`src/rtl/load_store_unit.sv`:
```
// rtl/load_store_unit.sv - RV32I load/store initiator for the byte-addressed data memory.
// Runs one access at a time through the data_valid low/high handshake, with alignment, funct3 and timeout traps.
module load_store_unit #(
  parameter int ADDR_WIDTH = 12,
  parameter int TIMEOUT    = 15
) (
  input  logic                  clk,
  input  logic                  rst,
  input  logic                  start,
  input  logic                  is_store,
  input  logic [2:0]            funct3,
  input  logic [31:0]           addr,
  input  logic [31:0]           wdata,
  output logic                  mem_we,
  output logic [3:0]            mem_op,
  output logic [ADDR_WIDTH-1:0] mem_addr,
  output logic [31:0]           mem_wdata,
  input  logic                  mem_data_valid,
  input  logic [31:0]           mem_rdata,
  output logic                  busy,
  output logic                  done,
  output logic [31:0]           load_data,
  output logic                  misaligned,
  output logic                  bus_err
);

  localparam int CW = $clog2(TIMEOUT + 1);

  typedef enum logic [2:0] {
    S_IDLE, S_CHECK, S_BUMP, S_ISSUE, S_WAIT_LO, S_WAIT_HI, S_DONE
  } state_t;

  state_t                state_q, state_d;
  logic                  is_store_q, is_store_d;
  logic [2:0]            funct3_q, funct3_d;
  logic [ADDR_WIDTH-1:0] addr_q, addr_d;
  logic [31:0]           wdata_q, wdata_d;
  logic                  bumping_q, bumping_d;
  logic [ADDR_WIDTH-1:0] last_addr_q, last_addr_d;
  logic                  last_addr_vld_q, last_addr_vld_d;
  logic [CW-1:0]         cnt_q, cnt_d;
  logic                  mem_we_q, mem_we_d;
  logic [3:0]            mem_op_q, mem_op_d;
  logic [ADDR_WIDTH-1:0] mem_addr_q, mem_addr_d;
  logic [31:0]           mem_wdata_q, mem_wdata_d;
  logic                  busy_q, busy_d;
  logic                  done_q, done_d;
  logic [31:0]           load_data_q, load_data_d;
  logic                  misaligned_q, misaligned_d;
  logic                  bus_err_q, bus_err_d;

  logic                  f3_legal;
  logic                  misalign;
  logic                  tmo_hit;
  logic                  issue_req;
  logic                  phase_tmo;
  logic [3:0]            req_op;
  logic [31:0]           ext_data;
  logic                  unused_addr_hi;

  assign unused_addr_hi = ^addr[31:ADDR_WIDTH];

  // Loads allow 000,001,010,100,101; stores allow 000,001,010.
  assign f3_legal = is_store_q ? (!funct3_q[2] && funct3_q[1:0] != 2'b11)
                               : (funct3_q[1:0] != 2'b11 && !(funct3_q[2] && funct3_q[1]));
  assign misalign = (funct3_q[1:0] == 2'b01 && addr_q[0]) ||
                    (funct3_q[1:0] == 2'b10 && addr_q[1:0] != 2'b00);
  assign tmo_hit  = (cnt_q == CW'(TIMEOUT - 1));

  always_comb begin
    req_op = 4'b1111;
    if (is_store_q) begin
      case (funct3_q[1:0])
        2'b00:   req_op = 4'b0001;
        2'b01:   req_op = 4'b0011;
        default: req_op = 4'b1111;
      endcase
    end
  end

  always_comb begin
    ext_data = mem_rdata;
    case (funct3_q)
      3'b000:  ext_data = {{24{mem_rdata[7]}}, mem_rdata[7:0]};
      3'b001:  ext_data = {{16{mem_rdata[15]}}, mem_rdata[15:0]};
      3'b100:  ext_data = {24'h0, mem_rdata[7:0]};
      3'b101:  ext_data = {16'h0, mem_rdata[15:0]};
      default: ext_data = mem_rdata;
    endcase
  end

  always_comb begin
    state_d         = state_q;
    is_store_d      = is_store_q;
    funct3_d        = funct3_q;
    addr_d          = addr_q;
    wdata_d         = wdata_q;
    bumping_d       = bumping_q;
    last_addr_d     = last_addr_q;
    last_addr_vld_d = last_addr_vld_q;
    cnt_d           = cnt_q;
    mem_we_d        = mem_we_q;
    mem_op_d        = mem_op_q;
    mem_addr_d      = mem_addr_q;
    mem_wdata_d     = mem_wdata_q;
    busy_d          = busy_q;
    load_data_d     = load_data_q;
    done_d          = 1'b0;
    misaligned_d    = 1'b0;
    bus_err_d       = 1'b0;
    issue_req       = 1'b0;
    phase_tmo       = 1'b0;

    case (state_q)
      S_IDLE: begin
        if (start) begin
          is_store_d = is_store;
          funct3_d   = funct3;
          addr_d     = addr[ADDR_WIDTH-1:0];
          wdata_d    = wdata;
          busy_d     = 1'b1;
          state_d    = S_CHECK;
        end
      end
      S_CHECK: begin
        if (!f3_legal) begin
          bus_err_d = 1'b1;
          busy_d    = 1'b0;
          state_d   = S_IDLE;
        end else if (misalign) begin
          misaligned_d = 1'b1;
          busy_d       = 1'b0;
          state_d      = S_IDLE;
        end else if (!last_addr_vld_q || addr_q == last_addr_q) begin
          // The memory only starts on an address change, so detour through a dummy read.
          state_d    = S_BUMP;
          bumping_d  = 1'b1;
          mem_addr_d = addr_q ^ ADDR_WIDTH'(1);
          mem_we_d   = 1'b0;
          mem_op_d   = 4'b1111;
        end else begin
          issue_req = 1'b1;
        end
      end
      S_BUMP, S_ISSUE: begin
        state_d = S_WAIT_LO;
        cnt_d   = '0;
      end
      S_WAIT_LO: begin
        if (!mem_data_valid) begin
          state_d = S_WAIT_HI;
          cnt_d   = '0;
        end else if (tmo_hit) begin
          phase_tmo = 1'b1;
        end else begin
          cnt_d = cnt_q + CW'(1);
        end
      end
      S_WAIT_HI: begin
        if (mem_data_valid) begin
          if (bumping_q) begin
            bumping_d = 1'b0;
            issue_req = 1'b1;
          end else begin
            state_d         = S_DONE;
            done_d          = 1'b1;
            busy_d          = 1'b0;
            mem_we_d        = 1'b0;
            mem_op_d        = 4'b0000;
            last_addr_d     = addr_q;
            last_addr_vld_d = 1'b1;
            if (!is_store_q) load_data_d = ext_data;
          end
        end else if (tmo_hit) begin
          phase_tmo = 1'b1;
        end else begin
          cnt_d = cnt_q + CW'(1);
        end
      end
      S_DONE:  state_d = S_IDLE;
      default: state_d = S_IDLE;
    endcase

    if (issue_req) begin
      state_d     = S_ISSUE;
      mem_addr_d  = addr_q;
      mem_we_d    = is_store_q;
      mem_op_d    = req_op;
      mem_wdata_d = wdata_q;
    end

    if (phase_tmo) begin
      state_d         = S_IDLE;
      bus_err_d       = 1'b1;
      busy_d          = 1'b0;
      mem_we_d        = 1'b0;
      mem_op_d        = 4'b0000;
      last_addr_vld_d = 1'b0;
      bumping_d       = 1'b0;
      cnt_d           = '0;
    end
  end

  always_ff @(posedge clk or posedge rst) begin
    if (rst) begin
      state_q         <= S_IDLE;
      is_store_q      <= 1'b0;
      funct3_q        <= 3'b000;
      addr_q          <= '0;
      wdata_q         <= '0;
      bumping_q       <= 1'b0;
      last_addr_q     <= '0;
      last_addr_vld_q <= 1'b0;
      cnt_q           <= '0;
      mem_we_q        <= 1'b0;
      mem_op_q        <= 4'b0000;
      mem_addr_q      <= '0;
      mem_wdata_q     <= '0;
      busy_q          <= 1'b0;
      done_q          <= 1'b0;
      load_data_q     <= '0;
      misaligned_q    <= 1'b0;
      bus_err_q       <= 1'b0;
    end else begin
      state_q         <= state_d;
      is_store_q      <= is_store_d;
      funct3_q        <= funct3_d;
      addr_q          <= addr_d;
      wdata_q         <= wdata_d;
      bumping_q       <= bumping_d;
      last_addr_q     <= last_addr_d;
      last_addr_vld_q <= last_addr_vld_d;
      cnt_q           <= cnt_d;
      mem_we_q        <= mem_we_d;
      mem_op_q        <= mem_op_d;
      mem_addr_q      <= mem_addr_d;
      mem_wdata_q     <= mem_wdata_d;
      busy_q          <= busy_d;
      done_q          <= done_d;
      load_data_q     <= load_data_d;
      misaligned_q    <= misaligned_d;
      bus_err_q       <= bus_err_d;
    end
  end

  assign mem_we     = mem_we_q;
  assign mem_op     = mem_op_q;
  assign mem_addr   = mem_addr_q;
  assign mem_wdata  = mem_wdata_q;
  assign busy       = busy_q;
  assign done       = done_q;
  assign load_data  = load_data_q;
  assign misaligned = misaligned_q;
  assign bus_err    = bus_err_q;

endmodule

```
`config.mk`:
```
export PLATFORM = sky130hd
export DESIGN_NAME = load_store_unit
export DESIGN_NICKNAME = d
export VERILOG_FILES = /design/src/rtl/load_store_unit.sv
export SDC_FILE = /design/constraint.sdc
export NUM_CORES = 1
export LEC_CHECK = 0
export CORE_AREA = 3 3 125 127
export DETAILED_ROUTE_END_ITERATION = 8
export DIE_AREA = 0 0 128 130
export GPL_TIMING_DRIVEN = 1
export PLACE_DENSITY = 0.76
export SLEW_MARGIN = 15
export SYNTH_ARGS = -nofsm -noshare
export SYNTH_HDL_FRONTEND = slang
export SYNTH_SLANG_ARGS = --single-unit
```
`constraint.sdc`:
```
create_clock -name clk -period 4.7 [get_ports clk]
set_input_delay 0.47 -clock clk [delete_from_list [all_inputs] [get_ports clk]]
set_output_delay 0.47 -clock clk [all_outputs]
set_load 0.02 [all_outputs]
```
==> metrics.yaml <==
finClkSkew_ns: 0.00500
post-route-min-period_ns: 2.45
floorplan.core_area_um2: 14500
final_layout_size_suffix_gt1_frac: 0.239
tritoncts.num_buffers: 17
critPathLaunch: "addr_q[0]"
worst_ep_arrival_time_ns: 2.75
synth.ff_latch_count: 153
num_antenna_cells: 0
worst_ir_drop_on_vdd_v: 0.000369
synth_nets: 580
global_route.overflow_total: 0
design.final.nets: 749
dp_slack_ns: 1.77
finalMaxSlewViolations: 0
worst_slew_pin_slew_ns: 1.06
unrepaired_setup_endpoints_after_global_routing: "false"
postSynthCellCount: 472
synth.yosys.seq_area_share: 0.609
vias: 4275
critical_path.max_stage_delay_ns: 0.64
wl_per_cell_um: 16.9
outcome: "finished, final reports clean"
crit_path_max_delay_family: "simple AND/OR/NAND/NOR gates"
timing.hold.worst.class: "reg -> reg"
ctsRootBufferMaster: "sky130_fd_sc_hd__clkbuf_16"
drt_drc_violations_left: 0
grt_max_degree: 93
htreeDepth: 4
postRouteAntennaNets: 0
r2r-end: "mem_wdata[4]"
finalWirelength_um: 14100
cts_hold_repair.buffers: 0
hpwl_reported_at_the_end_of_detailed_placement_um: 9750
design.die.area_um2: 16600
clkSlewWorstSetupHoldPaths_ns: 0.06
setup_ws_ns: 2.25
num_io_pins: 189
clk_path_buf_depth: 2
place.port_buffers: 168
grt_pass1_wl_um: 23300
crit_path_end: "mem_wdata[4]"
placedInstanceArea_um2: 8130
fin_worst_hold_slack_ns: 0.487
drt_first_pass_iters: 4
setup.worst_path.start_class: "flip-flop"
critical_path.reg2reg.startpoint: "addr_q[0]"
path_cells: "nor4_1 -> nor2_1 -> nor2_2 -> a32o_4 -> mux2_2"
synthesis.area_um2: 6280
drt-vias-per-instance: 5.11
antenna_found_initial: 0
clock_insertion_delay_worst_skew_ns: 0.42
global_placement_routability_congestion: 0.848
timing.critical_path.fanout_max: 39
critPathBufInv: 0
floorplan.rows: 44
cap_violations: 0
ff2ff_path_depth: 5
die_height_um: 130
setup_viol: 0
post-cts-setup-buffer-count: 0
layout.cell_area.non_filler_um2: 8730
first_global_vias: 4632
timing.critical_path.to_type: "flip-flop"
tritoncts_num_sinks: 153
synth.lib_cells_used.distinct: 42
worst-setup-path-type: "reg -> reg"
worst-path-stages: 5
chipWidth_um: 128
cts_tree: "done"
post_cts_repair_resize_count: 0
number_of_failing_hold_endpoints_at_the_final_stage: 0
max_slew_margin: 0.289
area_growth_pct: 39.0
initial_core_util: 0.432
synthesis.area_per_instance_um2: 13.3
overall_routing_resource_usage: 0.177
initialDrtViolationCount: 121
post-route-period-util: 0.522
slowest_stage: "sky130_fd_sc_hd__a32o_4"
fmaxAchievable_mhz: 408
setup.reg_to_reg.worst_slack_ns: 2.25
yosysWarningCount: 0
totalNegativeSetupSlack_ns: 0
power.density_nw_per_um2: 744
critical_path_required_ns: 5.00
p_leak_uw: 0.00367
## cell usage after synthesis (all sizes together)
master	number	area [um2]
mux2i	1	10.0
a221oi	1	8.76
xor2	13	114
mux2	112	1280
and2b	1	7.51
and2	2	12.5
o311ai	2	17.5
nor2	35	134
a21oi	55	275
a31oi	1	6.26
buf	13	86.3
a22o	4	35.0
nand2b	2	12.5
nand3	4	20.0
nor4	5	37.5
nor4b	1	8.76
nand2	10	37.5
nand4	2	12.5
o21ai	12	60.1
or3	1	6.26
xnor2	1	8.76
nand3b	2	15.0
clkbuf	12	45.0
o21a	2	15.0
and3	1	6.26
ha	4	50.1
a21o	2	15.0
dfrtp	153	3830
or2	1	6.26
nor3	4	30.0
nor3b	4	35.0
a22oi	1	7.51
a32o	1	11.3
o2111ai	1	8.76
inv	6	22.5
## worst register-to-register path: cells and delay by family, from the launching register on
family	cells	cell delay, ns
flops	1	0.50
simple gates	3	0.77
mux	1	0.43
compound gates	1	0.64
## final cells by class
class / count / area (um2)
Clock buffer: 23 / 468
Timing Repair Buffer: 175 / 1730
Sequential cell: 153 / 3830
Tap cell: 184 / 230
Inverter: 6 / 27.5
Multi-Input combinational cell: 288 / 2320
Fill cell: 1173 / 5800
Clock inverter: 8 / 120
## metal layers
metal  up-vias  wire, um  GRT usage  part of all wire
met1      2136      5710      0.215              0.40
li1       2003         -          -                 -
met5         -         0          0                 0
met2       118      7170      0.296              0.51
met3        18      1030     0.0630             0.073
met4         0       212     0.0612             0.015
## state kept, by name (all words and copies together), names as in the netlist, 3 cells and up
signal	flops
load_data	32
mem_wdata	32
wdata_q	32
addr_q	12
last_addr_q	12
mem_addr	12
cnt_q	4
funct3_q	3
mem_op	3
state_q	3
## how the worst min path moves through the flow
stage | startpoint | endpoint | slack [ns] | cells past startpoint
finish | mem_op[0] | mem_op[0] | 0.49 | 1
global route | wdata_q[6] | wdata_q[6] | 0.52 | 1
CTS | mem_op[0] | mem_op[0] | 0.49 | 1
detailed placement | mem_op[0] | mem_op[0] | 0.47 | 1
global placement | mem_op[0] | mem_op[0] | 0.47 | 1
floorplan | cnt_q[3] | cnt_q[3] | 0.47 | 1
## where the power goes
group / switching [uW] / total, uW / internal [uW]
combinational: 1280 / 2730 / 1450
clock: 503 / 1360 / 857
sequential: 443 / 2410 / 1970
total: 2220 / 6500 / 4270
## cell usage in the layout, fill, tap and decap left out, drive strengths merged, types with 2 or more instances in the layout
cell type,count
inv,6
a21o,2
clkinv,3
nand2b,2
xor2,13
nand3,4
nand4,2
and2,2
buf,7
o311ai,2
clkdlybuf4s50,168
o21a,2
clkbuf,23
nand2,10
nor3b,4
nor3,4
mux2,112
o21ai,12
dfrtp,153
ha,4
clkinvlp,2
a21oi,55
nand3b,2
a22o,4
nor2,35
bufinv,3
nor4,5
## kinds of logic (layout without fill, tap and decap cells)
group,after synthesis,in the layout,share of synthesized area
AO/OA/AOI/OAI,82,82,0.0733
multiplexers,113,113,0.205
XOR/XNOR,14,14,0.0195
buffers and inverters,31,212,0.0245
AND/OR/NAND/NOR,75,75,0.0607
adder cells (fa/ha/maj),4,4,0.00797
flip-flops,153,153,0.609
## metrics by stage
stage	instances	total power [uW]	utilization
after global routing	837	6910	0.601
after detailed placement	806	5180	0.560
final	837	6500	0.601
after floorplan	472	4030	-
after CTS	837	6580	0.600
after global placement	806	5050	0.560
Power figures use the tool's default switching activity.
